===== src/rtl/fetch_unit.sv =====
// Program counter and instruction-fetch stage: drives the ROM address, gates the
// fetched instruction, selects the next PC from a writable jump-target LUT.
module fetch_unit #(
  parameter int              PC_W       = 8,
  parameter int              IW         = 9,
  parameter int              LUT_AW     = 4,
  parameter logic [PC_W-1:0] START_ADDR = '0,
  parameter logic [IW-1:0]   HALT_OP    = 9'h1FF
) (
  input  logic              Clk,
  input  logic              Reset_n,
  input  logic              Start,
  input  logic              Stall,
  input  logic              Branch,
  input  logic              Jump,
  input  logic              Zero,
  input  logic [LUT_AW-1:0] TargetSel,
  input  logic              LutWe,
  input  logic [LUT_AW-1:0] LutAddr,
  input  logic [PC_W-1:0]   LutData,
  input  logic [IW-1:0]     InstIn,
  output logic [PC_W-1:0]   InstAddr,
  output logic [IW-1:0]     Instr,
  output logic              InstValid,
  output logic              Done,
  output logic [15:0]       CycleCount
);

  localparam int              LUT_N  = 2 ** LUT_AW;
  localparam logic [PC_W-1:0] PC_ONE = {{(PC_W-1){1'b0}}, 1'b1};
  localparam logic [15:0]     CC_MAX = 16'hFFFF;

  typedef enum logic [1:0] {
    IDLE = 2'd0,
    RUN  = 2'd1,
    HALT = 2'd2
  } state_t;

  state_t          state, state_next;
  logic [PC_W-1:0] pc, pc_next;
  logic [15:0]     cc, cc_next;
  logic [PC_W-1:0] lut [LUT_N];
  logic [PC_W-1:0] target;
  logic            take_target;

  // Read before this edge's write lands, so a same-cycle write is seen one cycle later.
  assign target      = lut[TargetSel];
  assign take_target = Jump || (Branch && Zero);

  // NOTE: every signal written here gets a default first, so no path can leave
  // one unassigned and infer a latch.
  always_comb begin
    state_next = state;
    pc_next    = pc;
    cc_next    = cc;
    case (state)
      IDLE: begin
        if (Start) begin
          state_next = RUN;
          pc_next    = START_ADDR;
          cc_next    = '0;
        end
      end
      RUN: begin
        cc_next = (cc == CC_MAX) ? cc : cc + 16'd1;
        if (InstIn == HALT_OP) begin
          state_next = HALT;
        end else if (Stall) begin
          pc_next = pc;
        end else if (take_target) begin
          pc_next = target;
        end else begin
          pc_next = pc + PC_ONE;
        end
      end
      HALT: begin
        if (Start) begin
          state_next = RUN;
          pc_next    = START_ADDR;
          cc_next    = '0;
        end
      end
      default: begin
        state_next = IDLE;
        pc_next    = '0;
        cc_next    = '0;
      end
    endcase
  end

  // NOTE: sequential state uses non-blocking assignments so every register
  // samples pre-edge values regardless of statement order.
  always_ff @(posedge Clk or negedge Reset_n) begin
    if (!Reset_n) begin
      state <= IDLE;
      pc    <= '0;
      cc    <= '0;
    end else begin
      state <= state_next;
      pc    <= pc_next;
      cc    <= cc_next;
    end
  end

  // NOTE: the LUT is small and must read as zero after reset, so it is built
  // from resettable flops rather than a RAM macro.
  always_ff @(posedge Clk or negedge Reset_n) begin
    if (!Reset_n) begin
      for (int i = 0; i < LUT_N; i++) begin
        lut[i] <= '0;
      end
    end else if (LutWe) begin
      lut[LutAddr] <= LutData;
    end
  end

  assign InstAddr   = pc;
  assign InstValid  = (state == RUN);
  assign Done       = (state == HALT);
  assign CycleCount = cc;
  assign Instr      = InstValid ? InstIn : '0;

endmodule

===== config.mk =====
export PLATFORM = sky130hd
export DESIGN_NAME = fetch_unit
export DESIGN_NICKNAME = d
export VERILOG_FILES = /design/src/rtl/fetch_unit.sv
export SDC_FILE = /design/constraint.sdc
export NUM_CORES = 1
export LEC_CHECK = 0
export CORE_MARGIN = 2
export CORE_UTILIZATION = 32
export DETAILED_ROUTE_END_ITERATION = 12
export GPL_TIMING_DRIVEN = 0
export PLACE_DENSITY = 0.6
export SLEW_MARGIN = 40
export SYNTH_ARGS = -nofsm -noshare
export SYNTH_HDL_FRONTEND = slang
export SYNTH_SLANG_ARGS = --single-unit

===== constraint.sdc =====
create_clock -name Clk -period 2.4 [get_ports Clk]
set_input_delay 0.36 -clock Clk [delete_from_list [all_inputs] [get_ports Clk]]
set_output_delay 0.36 -clock Clk [all_outputs]
set_load 0.05 [all_outputs]

---- Word-level counts from Yosys, hierarchy flattened ----
Cells that the tools add are included.
W data, S select, Z words.
cells by class
  add/sub/neg operators ................... 2
  mux-type cells .......................... 18
  $lt $le $gt $ge ......................... 3
  bitwise gates (word level) .............. 2
  equal/unequal tests ..................... 9
  reduce and logical (&&, ||, !) cells .... 8
operators with widths
  kind                     count
  $bwmux W128              1
  $mux W8                  7
  $bmux W8 S4              1
  $demux W8 S4             1
  $mux W16                 2
  $pmux W16 S2             1
  $add A16 B1 Y16 const B  1
  $eq A16 B16 Y1 const B   1
  $pmux W8 S2              1
  $ge A5 B5 Y1 const B     2
  $not A4 Y5               2
  $eq A9 B9 Y1 const B     1
  $mux W9                  1
  $add A8 B1 Y8 const B    1
  $ne A2 B2 Y1 const B     3
  $lt A5 B1 Y1 const B     1
  $mux W2                  2
  $ne A2 B1 Y1 const B     2
  $pmux W2 S2              1
  $reduce_and A2 Y1        2
  $reduce_and A3 Y1        1
  $eq A2 B1 Y1 const B     1
  $eq A2 B2 Y1 const B     1
  $logic_and A1 B1 Y1      2
  3 further kinds          3
storage, ports and cells
  output and inout bits ................... 35
  input bits .............................. 33
  register bits ........................... 154

---- Logic depth before layout (Yosys ltp) ----
Gate-level depths: netlist (run 1).
  word-level depth ........................ 8
  mapped depth ............................ 8

---- Least setup slack after synthesis (run 1) ----
No wires, ideal clock.
  path kind ............................... register to register
  start point ............................. register cc[0], in the netlist CycleCount[0]
  end point ............................... register cc[10], in the netlist CycleCount[10]
  path buffers ............................ 2
  path slack .............................. 0.135 ns
  clock period less this slack ............ 2.265 ns
  cell stages (with the launch flop) ...... 9
  arrival time ............................ 2.187 ns
  required time ........................... 2.322 ns
  path through ............................ dfrtp_1 -> ha_1 -> nand3_1 -> nor4_4 -> a21o_1 -> buf_4 -> buf_4 -> o31ai_1 -> a21oi_1
on the way
  cells in the longest elaborated chain, start to end .. 3
  elaborated cells between the ends (all ways) .. 6
  classes of those cells .................. add/sub: 1; eq/ne: 2; mux: 2; reduce/logical: 1
RTL lines
  item                                               RTL line  source
  start: declaration                                 41        logic [15:0] cc, cc_next;
  start signal: assignment                           101       cc <= cc_next;
  $add A16 B1 Y16 or $eq A16 B16 Y1 (tied branches)  65        cc_next = (cc == CC_MAX) ? cc : cc + 16'd1;
  $mux W16 or $ne A2 B2 Y1 (tied branches)           --
  $pmux W16 S2 or $reduce_and A2 Y1 (tied branches)  --
Several ways; a longest one is shown, not always the timed one. The select of a mux whose other input is x is not followed.
A chain may end at the register's enable or synchronous reset.

---- Worst setup path in the final report (run 1) ----
  start point ............................. input TargetSel[1]
  end point ............................... register pc[1], in the netlist InstAddr[1]
on the way
  cells in the longest elaborated chain, start to end .. 8
RTL lines
  item                                         RTL line  source
  start: declaration                           17        input logic [LUT_AW-1:0] TargetSel,
  $not A4 Y5 (implied by the code)             47        assign target = lut[TargetSel];
  $bmux W8 S4                                  47
  $mux W8 (implied by the code) (2 in series)  47
  $mux W8                                      70        end else if (take_target) begin
  $mux W8                                      68        end else if (Stall) begin
  $mux W8                                      66        if (InstIn == HALT_OP) begin
  $pmux W8 S2                                  56        case (state)
  end signal: assignment                       100       pc <= pc_next;
  end: declaration                             40        logic [PC_W-1:0] pc, pc_next;
Every way passes these cells. The select of a mux whose other input is x is not followed.

==> results of run 1 <==
[registers in the layout, summed over array words and instances (netlist names)]
register / count
CycleCount: 16
lut: 128
state: 2
InstAddr: 8
[metal layers]
layer | wire length [µm] | vias up | part of all wire [%] | global-route usage, %
met5 | 0 | - | 0 | 0
met4 | 265 | 0 | 1.5 | 5.11
met3 | 841 | 19 | 4.7 | 3.17
met2 | 8410 | 133 | 47 | 24.8
met1 | 8330 | 2539 | 47 | 21.4
li1 | - | 2174 | - | -
[layout by cell type (no fill, tap or decap), drive strengths merged, types with 8 or more instances in the layout]
master and n:
dfrtp 154, mux2 128, clkdlybuf4s50 53, clkbuf 40, mux4 35, nor2 23, o21ai 17, nand2 13
o31ai 12, nand3 11, buf 11, and2 10, clkdlybuf4s15 10, nand2b 9, inv 9, a21oi 8
and3 8
[per-stage QoR]
stage               total power [mW]  instance area, µm²  std cells  hold WS [ps]  util, %
floorplan                       4.97                7380        530          64.4        -
global placement                5.57                8380        879           482     37.0
detailed placement              5.71                8450        881           177     37.3
CTS                             8.43                9060        914           316     40.0
global route                    8.78                9070        913           317     40.1
finish                          8.37                9070        913           332     40.1
[path summary, 6_finish.rpt]
| check | end | slack (ps) |
|---|---|---|
| max | InstAddr[1]$_DFFE_PN0P_ | 130 |
| min | CycleCount[10]$_DFFE_PN0P_ | 330 |
| max reg2reg | CycleCount[12]$_DFFE_PN0P_ | 290 |
| min reg2reg | lut[31]$_DFFE_PN0P_ | 500 |
| max in group asynchronous | lut[96]$_DFFE_PN0P_ | 1490 |
| min in group Clk | lut[31]$_DFFE_PN0P_ | 500 |
[kinds of logic (layout without fill, tap and decap cells)]
kind of cell,after synthesis,count (layout),share of synthesized area [%]
compound gates,63,63,5.82
xor+xnor,2,2,0.237
fa+ha+maj,2,2,0.339
buf+inv,36,134,2.37
flops,154,154,52.2
mux,169,169,31.0
simple gates,104,104,7.99
[power by group]
part	switching [mW]	total (mW)	internal, mW
combinational	1.06	2.08	1.02
sequential	0.381	3.57	3.19
clock	1.12	2.72	1.61
total	2.55	8.37	5.82
[area by class of cell]
cell class / instances / area [µm²] / share of cell area (%)
Inverter: 8 / 30.0 / 0.331
Sequential cell: 154 / 3850 / 42.5
Clock buffer: 21 / 460 / 5.08
Clock inverter: 11 / 136 / 1.50
Tap cell: 285 / 357 / 3.93
Multi-Input combinational cell: 340 / 3370 / 37.1
Buffer: 27 / 143 / 1.57
Timing Repair Buffer: 67 / 722 / 7.96
[what timing repair did]
item | 4_1_cts | 5_1_grt
setup endpoints to repair | 10 | 13
resized for setup | 28 | 2
hold buffers | 1 | 0
hold endpoints to repair | 7 | 0
pin swaps | 0 | 1
==> summary.md, run 1 <==
| Metric | Value |
|---|---|
| Fillers | about 2100 |
| Post-synthesis cell area | 0.00738 mm² |
| Postcts setup bufs | 0 |
| Mapped Cells | 530 |
| GP Congestion | 0.800 |
| Router iterations before antenna repair | 4 |
| P_leak | 3.70 nW |
| Via count | 4865 |
| Crit-path max cell delay | 520 ps |
| Startpoint Class | input port |
| Root Driver | clkbuf_16 |
| Hpwl dp | between 10000 and 15000 µm |
| Register area share after synthesis | 52.2% |
| Max Slew Vio Count | 0 |
| Yosys top cell by area | dfrtp_1 |
| Detail Route Antenna Nets | 0 |
| Routed WL per cell | 19.5 µm |
| Clock Pin Slew Worst Setup and Hold Paths | 60 ps |
| Die Area | 0.0243 mm² |
| Peak fanout along the critical path | 10 |
| Initial Utilization | 32.6% |
| Num CTS Buffers | 17 |
| EDFF count, synth | 0 |
| Ys flop type | dfrtp_1 |
| Slew margin rel. | 44.6% |
| Maximum resistive drop on vdd | between 0.4 and 0.5 mV |
| Layout cell share with drive strength beyond 1 | 36.3% |
| Slowest cell on the critical path | clkdlybuf4s50_1 |
| Clk_lat worst skew | 430 ps |
| Area contributors post-synth | dfrtp_1 52%, mux2_2 20%, mux4_2 11%, o31ai_1 1.2%, nor2_1 1.2% |
| Type of the worst setup path | in2reg |
| Worst hold path type | in2async |
| Initial antenna violation count | 0 |
| Final Cycle Share | approximately 94% |
| Arrival time at the worst endpoint | 2560 ps |
| Crit path cell chain | clkdlybuf4s50_1 > buf_2 > buf_2 > mux4_2 > mux4_2 > inv_1 > o21ai_0 |
| Pin count of the biggest net entering global routing | 78 |
| I/O Pins | 68 |
| Most common library cells after synthesis | 154 x dfrtp_1, 128 x mux2_2, 35 x mux4_2 |
| Status | completed |
| Reg2reg start | CycleCount[0]$_DFFE_PN0P_ |
| Cell Pwr Density | roughly 900 mW/mm² |
| Vias in the first global route | 5169 |
| Worst Reg-to-Reg Cells | 7 |
| Clk buf depth | 2 |
| Netlist cell types | 49 |
| DP Worst Slack | -394 ps |
| Port Buf Inserts | 64 |
| Minimum clock period | 2270 ps |
| FF+latch count, synth | 154 |
| Worst setup EP type | register |
| DRT Wirelength | 17800 µm |
| Htree depth | 4 |
| Hold violation count in the final report | 0 |
| Ant diodes | 0 |
| Layout area overhead | 22.9% |
| Most common cell in the netlist | dfrtp_1 |
| CP Depth | 7 |
| Post-synth ARST share | 100% |
| Syn nets | 565 |
| Crit path setup slack, layout | 133 ps |
| GRT Total Usage | 15.6% |
| Row Count | 55 |
| First-pass GRT wire length | about 29000 µm |
| Final setup fails | 0 |
| Share of the synthesized area in the top cell type | ~52% |
| Max_cap viols | 0 |
| Achievable Freq | about 440 MHz |
| DRC viols | 0 |
| Clock Sinks | between 150 and 200 |
| Die span in x | 156 µm |
| Core area | 0.0226 mm² |
| Initial drt markers | 200 |
| CP Data Required Time | 2690 ps |
| Vias per cell | 5.33 |
| Clk_skew | 10.1 ps |
| Fin nets | 650 |
| Grt ovf | 0 |
| RSZ-0062 raised after global routing | false |
| Delay-heaviest family, CP | buffers and inverters |
| Worst Tran Pin Value | 828 ps |
| Average size of a mapped cell | 13.9 µm² |
| Die height | about 160 µm |
| Setup TNS Final | 0 ps |
| YS warnings | 0 |
| CTS tree | built |
| Crit path buffers/inverters | 4 |
| Crit. Startpoint | TargetSel[1] |
Power figures use the tool's default switching activity.
==> run 2: changes to the inputs <==
CORE_ASPECT_RATIO = 1.5   (was not set)
==> summary.md, run 2 (synthesis gave the netlist of run 1 again) <==
| Metric | Value |
|---|---|
| Initial Utilization | 32.4% (was 32.6%) |
| DP Worst Slack | -357 ps (was -394 ps) |
| Router iterations before antenna repair | 4 (unchanged) |
| I/O Pins | 68 (unchanged) |
| Worst Reg-to-Reg Cells | 7 (unchanged) |
| Sequential Power Share | 42.5% (was 42.6%) |
| Clock Sinks | 154 (unchanged) |
| Hold violation count in the final report | 0 (unchanged) |
| RSZ-0062 raised after global routing | false (unchanged) |
| Crit path setup slack, layout | 81.7 ps (was 133 ps) |
| Most frequent cells in the layout | 154 x dfrtp_1, 128 x mux2_2, 53 x clkdlybuf4s50_1 (unchanged) |
| Clk_lat worst skew | 420 ps (was 430 ps) |
| Peak fanout along the critical path | 10 (unchanged) |
| Die span in x | 128 µm (was 156 µm) |
| GP Congestion | 0.803 (was 0.800) |
| Minimum clock period | 2320 ps (was 2270 ps) |
| Internal Power | 5.91 mW (was 5.82 mW) |
| Maximum resistive drop on vdd | 0.470 mV (was 0.445 mV) |
| Clk_skew | 8.86 ps (was 10.1 ps) |
| Final instance area | 0.00906 mm² (was 0.00907 mm²) |
| Final setup fails | 0 (unchanged) |
| Num CTS Buffers | 17 (unchanged) |
| Pin count of the biggest net entering global routing | 81 (was 78) |
| DRT Wirelength | 17200 µm (was 17800 µm) |
| Fin cells | 906 (was 913) |
| Cell Area, Placed | 0.00842 mm² (was 0.00845 mm²) |
| Power consumption | 8.42 mW (was 8.37 mW) |
| Core area | 0.0228 mm² (was 0.0226 mm²) |
| First-pass GRT wire length | 27700 µm (was 28900 µm) |
| Clock power share | 33.2% (was 32.5%) |
| Row Count | 68 (was 55) |
| Die Area | 0.0243 mm² (about the same) |
| Max Slew Vio Count | 0 (unchanged) |
| Detail Route Antenna Nets | 0 (unchanged) |
| DRC viols | 0 (unchanged) |
| Layout cell share with drive strength beyond 1 | 36.6% (was 36.3%) |
| Initial antenna violation count | 0 (unchanged) |
| Worst setup EP type | register (unchanged) |
| CP Data Required Time | 2670 ps (was 2690 ps) |
| Commonest non-fill, non-tap cell in the layout | dfrtp_1 (unchanged) |
| Fin nets | 649 (was 650) |
| Placed cell count | 875 (was 881) |
| Type of the worst setup path | in2reg (unchanged) |
| Root Driver | clkbuf_16 (unchanged) |
| GRT Total Usage | 14.8% (was 15.6%) |
| Cell Pwr Density | 929 mW/mm² (was 923 mW/mm²) |
| Clock Pin Slew Worst Setup and Hold Paths | 60 ps (about the same) |
| Port Buf Inserts | 64 (unchanged) |
| Worst hold path type | in2async (unchanged) |
| Vias in the first global route | 5095 (was 5169) |
| Die height | 190 µm (was 156 µm) |
| Setup TNS Final | 0 ps (unchanged) |
| Initial drt markers | 217 (was 200) |
| Ant diodes | 0 (unchanged) |
| Achievable Freq | 431 MHz (was 441 MHz) |
| Sw power | 2.51 mW (was 2.55 mW) |
| Largest register FFs | 128 (unchanged) |
| Via count | 4713 (was 4865) |
| Hpwl dp | 12800 µm (was 12700 µm) |
| Htree depth | 4 (unchanged) |
| Startpoint Class | input port (unchanged) |
| Largest Register | lut (unchanged) |
| Status | completed (unchanged) |
| Max_cap viols | 0 (unchanged) |
| Net Sw Frac | 29.8% (was 30.5%) |
| Clk buf depth | 2 (unchanged) |
| Worst Tran Pin Value | 764 ps (was 828 ps) |
| Comb power frac | 24.3% (was 24.8%) |
| Routed WL per cell | 18.9 µm (was 19.5 µm) |
| Grt ovf | 0 (unchanged) |
| Postcts setup bufs | 0 (unchanged) |
| P_leak | 3.68 nW (was 3.70 nW) |
| Fillers | 2108 (was 2090) |
| Final Cycle Share | 96.6% (was 94.4%) |
| CTS tree | built (unchanged) |
| Layout area overhead | 22.8% (was 22.9%) |
| Vias per cell | 5.20 (was 5.33) |
| Arrival time at the worst endpoint | 2590 ps (was 2560 ps) |
| Slew margin rel. | 49.0% (was 44.6%) |
run 2: area by class of cell:
| class | instances | area, µm² | share of cell area (%) |
|---|---|---|---|
| Clock buffer | 19 | 453 | 5.00 |
| Buffer | 27 | 141 | 1.56 |
| Timing Repair Buffer | 66 | 694 | 7.66 |
| Tap cell | 280 | 350 | 3.87 |
| Multi-Input combinational cell | 340 | 3370 | 37.2 |
| Inverter | 8 | 30.0 | 0.331 |
| Clock inverter | 12 | 165 | 1.82 |
| Sequential cell | 154 | 3850 | 42.5 |
run 2: metrics by stage:
| step | hold WS [ps] | utilization, % |
|---|---|---|
| floorplan | 64.4 | - |
| CTS | 504 | 39.7 |
| global route | 516 | 39.7 |
| detailed placement | 387 | 36.9 |
| global placement | 482 | 36.7 |
| finish | 489 | 39.7 |
run 2: power groups by stage:
stage	registers, mW	logic [mW]	clock network [mW]
final	3.58	2.05	2.79
after global routing	3.66	2.21	2.97
after CTS	3.57	2.08	2.86
after detailed placement	3.61	2.09	0
after global placement	3.55	2.01	0
after floorplan	3.78	1.19	0
run 2: critical path, stage by stage:
cell	delay, ps
clkdlybuf4s50_1	540
buf_1	600
mux4_2	440
mux4_2	480
clkinv_1	60
o221ai_1	100
run 2: worst paths after layout:
path / startpoint / end / slack (ps)
setup / recovery: TargetSel[1] / InstAddr[0]$_DFFE_PN0P_ / 80
hold / removal: Reset_n / lut[93]$_DFFE_PN0P_ / 490
setup reg to reg: CycleCount[0]$_DFFE_PN0P_ / CycleCount[2]$_DFFE_PN0P_ / 150
hold reg to reg: lut[3]$_DFFE_PN0P_ / lut[3]$_DFFE_PN0P_ / 500
max in group asynchronous: Reset_n / lut[62]$_DFFE_PN0P_ / 1080
min in group Clk: lut[3]$_DFFE_PN0P_ / lut[3]$_DFFE_PN0P_ / 500
run 2: metal layers:
metal / part of all wire (%) / vias up / GRT usage, %
met2: 57 / 97 / 28.2
met1: 38 / 2436 / 15.8
met3: 2.8 / 18 / 3.18
li1: - / 2162 / -
met5: 0 / - / 0
met4: 2.1 / 0 / 5.33
run 2: repair_timing:
action	CTS	global route
hold endpoints to repair	74	0
hold buffers	1	0
resized for setup	28	1
setup endpoints to repair	10	10
==> run 3: changes to the inputs <==
PLACE_DENSITY = 0.59   (was 0.6)
==> summary.md, run 3 (synthesis gave the netlist of run 1 again) <==
| Metric | Value |
|---|---|
| Startpoint Class | input port (unchanged) |
| Initial antenna violation count | 0 (unchanged) |
| P_leak | 3.69 nW (was 3.68 nW) |
| Routed WL per cell | 19.1 µm (was 18.9 µm) |
| Root Driver | clkbuf_16 (unchanged) |
| Largest register FFs | 128 (unchanged) |
| Fin nets | 650 (was 649) |
| Port Buf Inserts | 64 (unchanged) |
| Clock Sinks | 154 (unchanged) |
| DRT Wirelength | 17400 µm (was 17200 µm) |
| Crit path buffers/inverters | 3 (unchanged) |
| Routed wl met3 | 555 µm (was 483 µm) |
| CP Depth | 8 (was 6) |
| Arrival time at the worst endpoint | 2630 ps (was 2590 ps) |
| I/O Pins | 68 (unchanged) |
| Largest Register | lut (unchanged) |
| Most frequent cells in the layout | 154 x dfrtp_1, 128 x mux2_2, 53 x clkdlybuf4s50_1 (unchanged) |
| Worst Reg-to-Reg Cells | 7 (unchanged) |
| Router iterations before antenna repair | 4 (unchanged) |
| Layout cell share with drive strength beyond 1 | 36.5% (was 36.6%) |
| Initial drt markers | 287 (was 217) |
| Cell Pwr Density | 919 mW/mm² (was 929 mW/mm²) |
| Clk_lat worst skew | 430 ps (was 420 ps) |
| Worst Tran Pin Value | 721 ps (was 764 ps) |
| Clock Pin Slew Worst Setup and Hold Paths | 60 ps (about the same) |
| Layout area overhead | 22.4% (was 22.8%) |
| Crit path cell chain | clkdlybuf4s50_1 > buf_2 > buf_2 > nor2_1 > a221oi_1 > a22oi_1 > o21a_1 > o211ai_1 (was clkdlybuf4s50_1 > buf_1 > mux4_2 > mux4_2 > clkinv_1 > o221ai_1) |
| Delay-heaviest family, CP | buffers and inverters (unchanged) |
| RSZ-0062 raised after global routing | false (unchanged) |
| Grt ovf | 0 (unchanged) |
| Minimum clock period | 2280 ps (was 2320 ps) |
| Max_cap viols | 0 (unchanged) |
| Final Cycle Share | 95.2% (was 96.6%) |
| Commonest non-fill, non-tap cell in the layout | dfrtp_1 (unchanged) |
| Reg2reg start | CycleCount[0]$_DFFE_PN0P_ (unchanged) |
| GRT Total Usage | 14.9% (was 14.8%) |
| Hpwl dp | 12700 µm (was 12800 µm) |
| Type of the worst setup path | in2reg (unchanged) |
| DRC viols | 0 (unchanged) |
| Sequential Power Share | 43.0% (was 42.5%) |
| Worst setup EP type | register (unchanged) |
| Comb power frac | 24.8% (was 24.3%) |
| Final setup fails | 0 (unchanged) |
| Detail Route Antenna Nets | 0 (unchanged) |
| Pin count of the biggest net entering global routing | 85 (was 81) |
| GP Congestion | 0.788 (was 0.803) |
| Metal2 WL | 9660 µm (was 9760 µm) |
| Fin cells | 908 (was 906) |
| Die span in x | 128 µm (unchanged) |
| Clock power share | 32.2% (was 33.2%) |
| Fillers | 2128 (was 2108) |
| Worst hold path type | in2async (unchanged) |
| Placed cell count | 875 (unchanged) |
| Internal Power | 5.84 mW (was 5.91 mW) |
| Max Slew Vio Count | 0 (unchanged) |
| Peak fanout along the critical path | 10 (unchanged) |
| Slowest cell on the critical path | clkdlybuf4s50_1 (was buf_1) |
| Row Count | 68 (unchanged) |
| Power consumption | 8.30 mW (was 8.42 mW) |
| Achievable Freq | 438 MHz (was 431 MHz) |
| CTS tree | built (unchanged) |
| Vias in the first global route | 5249 (was 5095) |
| Most frequent CP cell | buf_2 (was mux4_2) |
| Reg2reg end | CycleCount[12]$_DFFE_PN0P_ (was CycleCount[2]$_DFFE_PN0P_) |
| Clk buf depth | 2 (unchanged) |
| Via count | 4780 (was 4713) |
| Clk_skew | 8.94 ps (was 8.86 ps) |
| Top layer in use | met4 (unchanged) |
| Sw power | 2.46 mW (was 2.51 mW) |
| WL met1 | 6760 µm (was 6560 µm) |
| Initial Utilization | 32.4% (unchanged) |
| Maximum resistive drop on vdd | 0.491 mV (was 0.470 mV) |
| Slew margin rel. | 51.9% (was 49.0%) |
| Crit-path max cell delay | 530 ps (was 600 ps) |
| Die Area | 0.0243 mm² (unchanged) |
| First-pass GRT wire length | 28000 µm (was 27700 µm) |
| Hold violation count in the final report | 0 (unchanged) |
| Ant diodes | 0 (unchanged) |
| Net Sw Frac | 29.7% (was 29.8%) |
| Htree depth | 4 (unchanged) |
| Status | completed (unchanged) |
| Core area | 0.0228 mm² (unchanged) |
| Num CTS Buffers | 17 (unchanged) |
| Reg2Reg Setup Slack | 260 ps (was 150 ps) |
| Vias per cell | 5.26 (was 5.20) |
| CP Data Required Time | 2740 ps (was 2670 ps) |
| Die height | 190 µm (unchanged) |
## run 3: cell types whose count changed in the layout (fill, tap and decap cells not counted), sizes merged
cell      delta
inv          -3
clkinv       +7
clkinvlp     -3
clkbuf       +1
## run 3: area by class of cell
cell class | count | area (µm²) | share of cell area, %
Timing Repair Buffer | 66 | 694 | 7.69
Sequential cell | 154 | 3850 | 42.7
Buffer | 28 | 146 | 1.62
Clock inverter | 13 | 153 | 1.69
Inverter | 8 | 30.0 | 0.332
Tap cell | 280 | 350 | 3.88
Clock buffer | 19 | 433 | 4.79
Multi-Input combinational cell | 340 | 3370 | 37.3
## run 3: worst register-to-register path: stages (launching register included)
cell	delay, ps
dfrtp_1	450
ha_1	260
nand3_1	180
nor4_4	390
a21o_1	210
or2_2	110
clkbuf_1	270
o21ai_0	140
## run 3: stage by stage
stage | instance area [µm²] | hold WS (ps) | util, % | setup WS, ps | setup TNS, ps
CTS | 9030 | 504 | 39.6 | 3.66 | 0
finish | 9030 | 487 | 39.6 | 116 | 0
detailed placement | 8430 | 366 | 37.0 | -324 | -3370
floorplan | 7380 | 64.4 | - | 135 | 0
global route | 9030 | 514 | 39.6 | 11.8 | 0
global placement | 8370 | 482 | 36.7 | -4700 | -722650
## run 3: timing repair
action                                  in CTS  in global routing
endpoints found under the hold margin       70                  0
endpoints found under the setup margin      10                 16
pin swaps                                    0                  1
cloned                                       0                  0
setup buffers                                0                  0
hold buffers                                 1                  0
gates resized for setup                     28                  3
## run 3: worst max-delay path by stage
stage,start,endpoint,slack [ps]
2_1_floorplan,CycleCount[0]$_DFFE_PN0P_,CycleCount[10]$_DFFE_PN0P_,140
3_3_place_gp,Reset_n,lut[45]$_DFFE_PN0P_,-4700
3_5_place_dp,TargetSel[1],InstAddr[0]$_DFFE_PN0P_,-320
4_1_cts,state[1]$_DFFE_PN0P_,InstValid,4
5_1_grt,TargetSel[1],InstAddr[2]$_DFFE_PN0P_,10
6_report,TargetSel[1],InstAddr[2]$_DFFE_PN0P_,120
## run 3: power groups by stage
stage | Sequential (mW) | Clock (mW) | Combinational, mW
after floorplan | 3.78 | 0 | 1.19
after global placement | 3.54 | 0 | 2.00
after detailed placement | 3.61 | 0 | 2.08
after CTS | 3.57 | 2.72 | 2.08
after global routing | 3.65 | 2.84 | 2.21
final | 3.57 | 2.67 | 2.06
## run 3: layer usage
metal	track usage [%]	up-vias
met5	0	-
met1	16.4	2474
li1	-	2165
met2	28.0	113
met4	6.21	0
met3	2.67	28
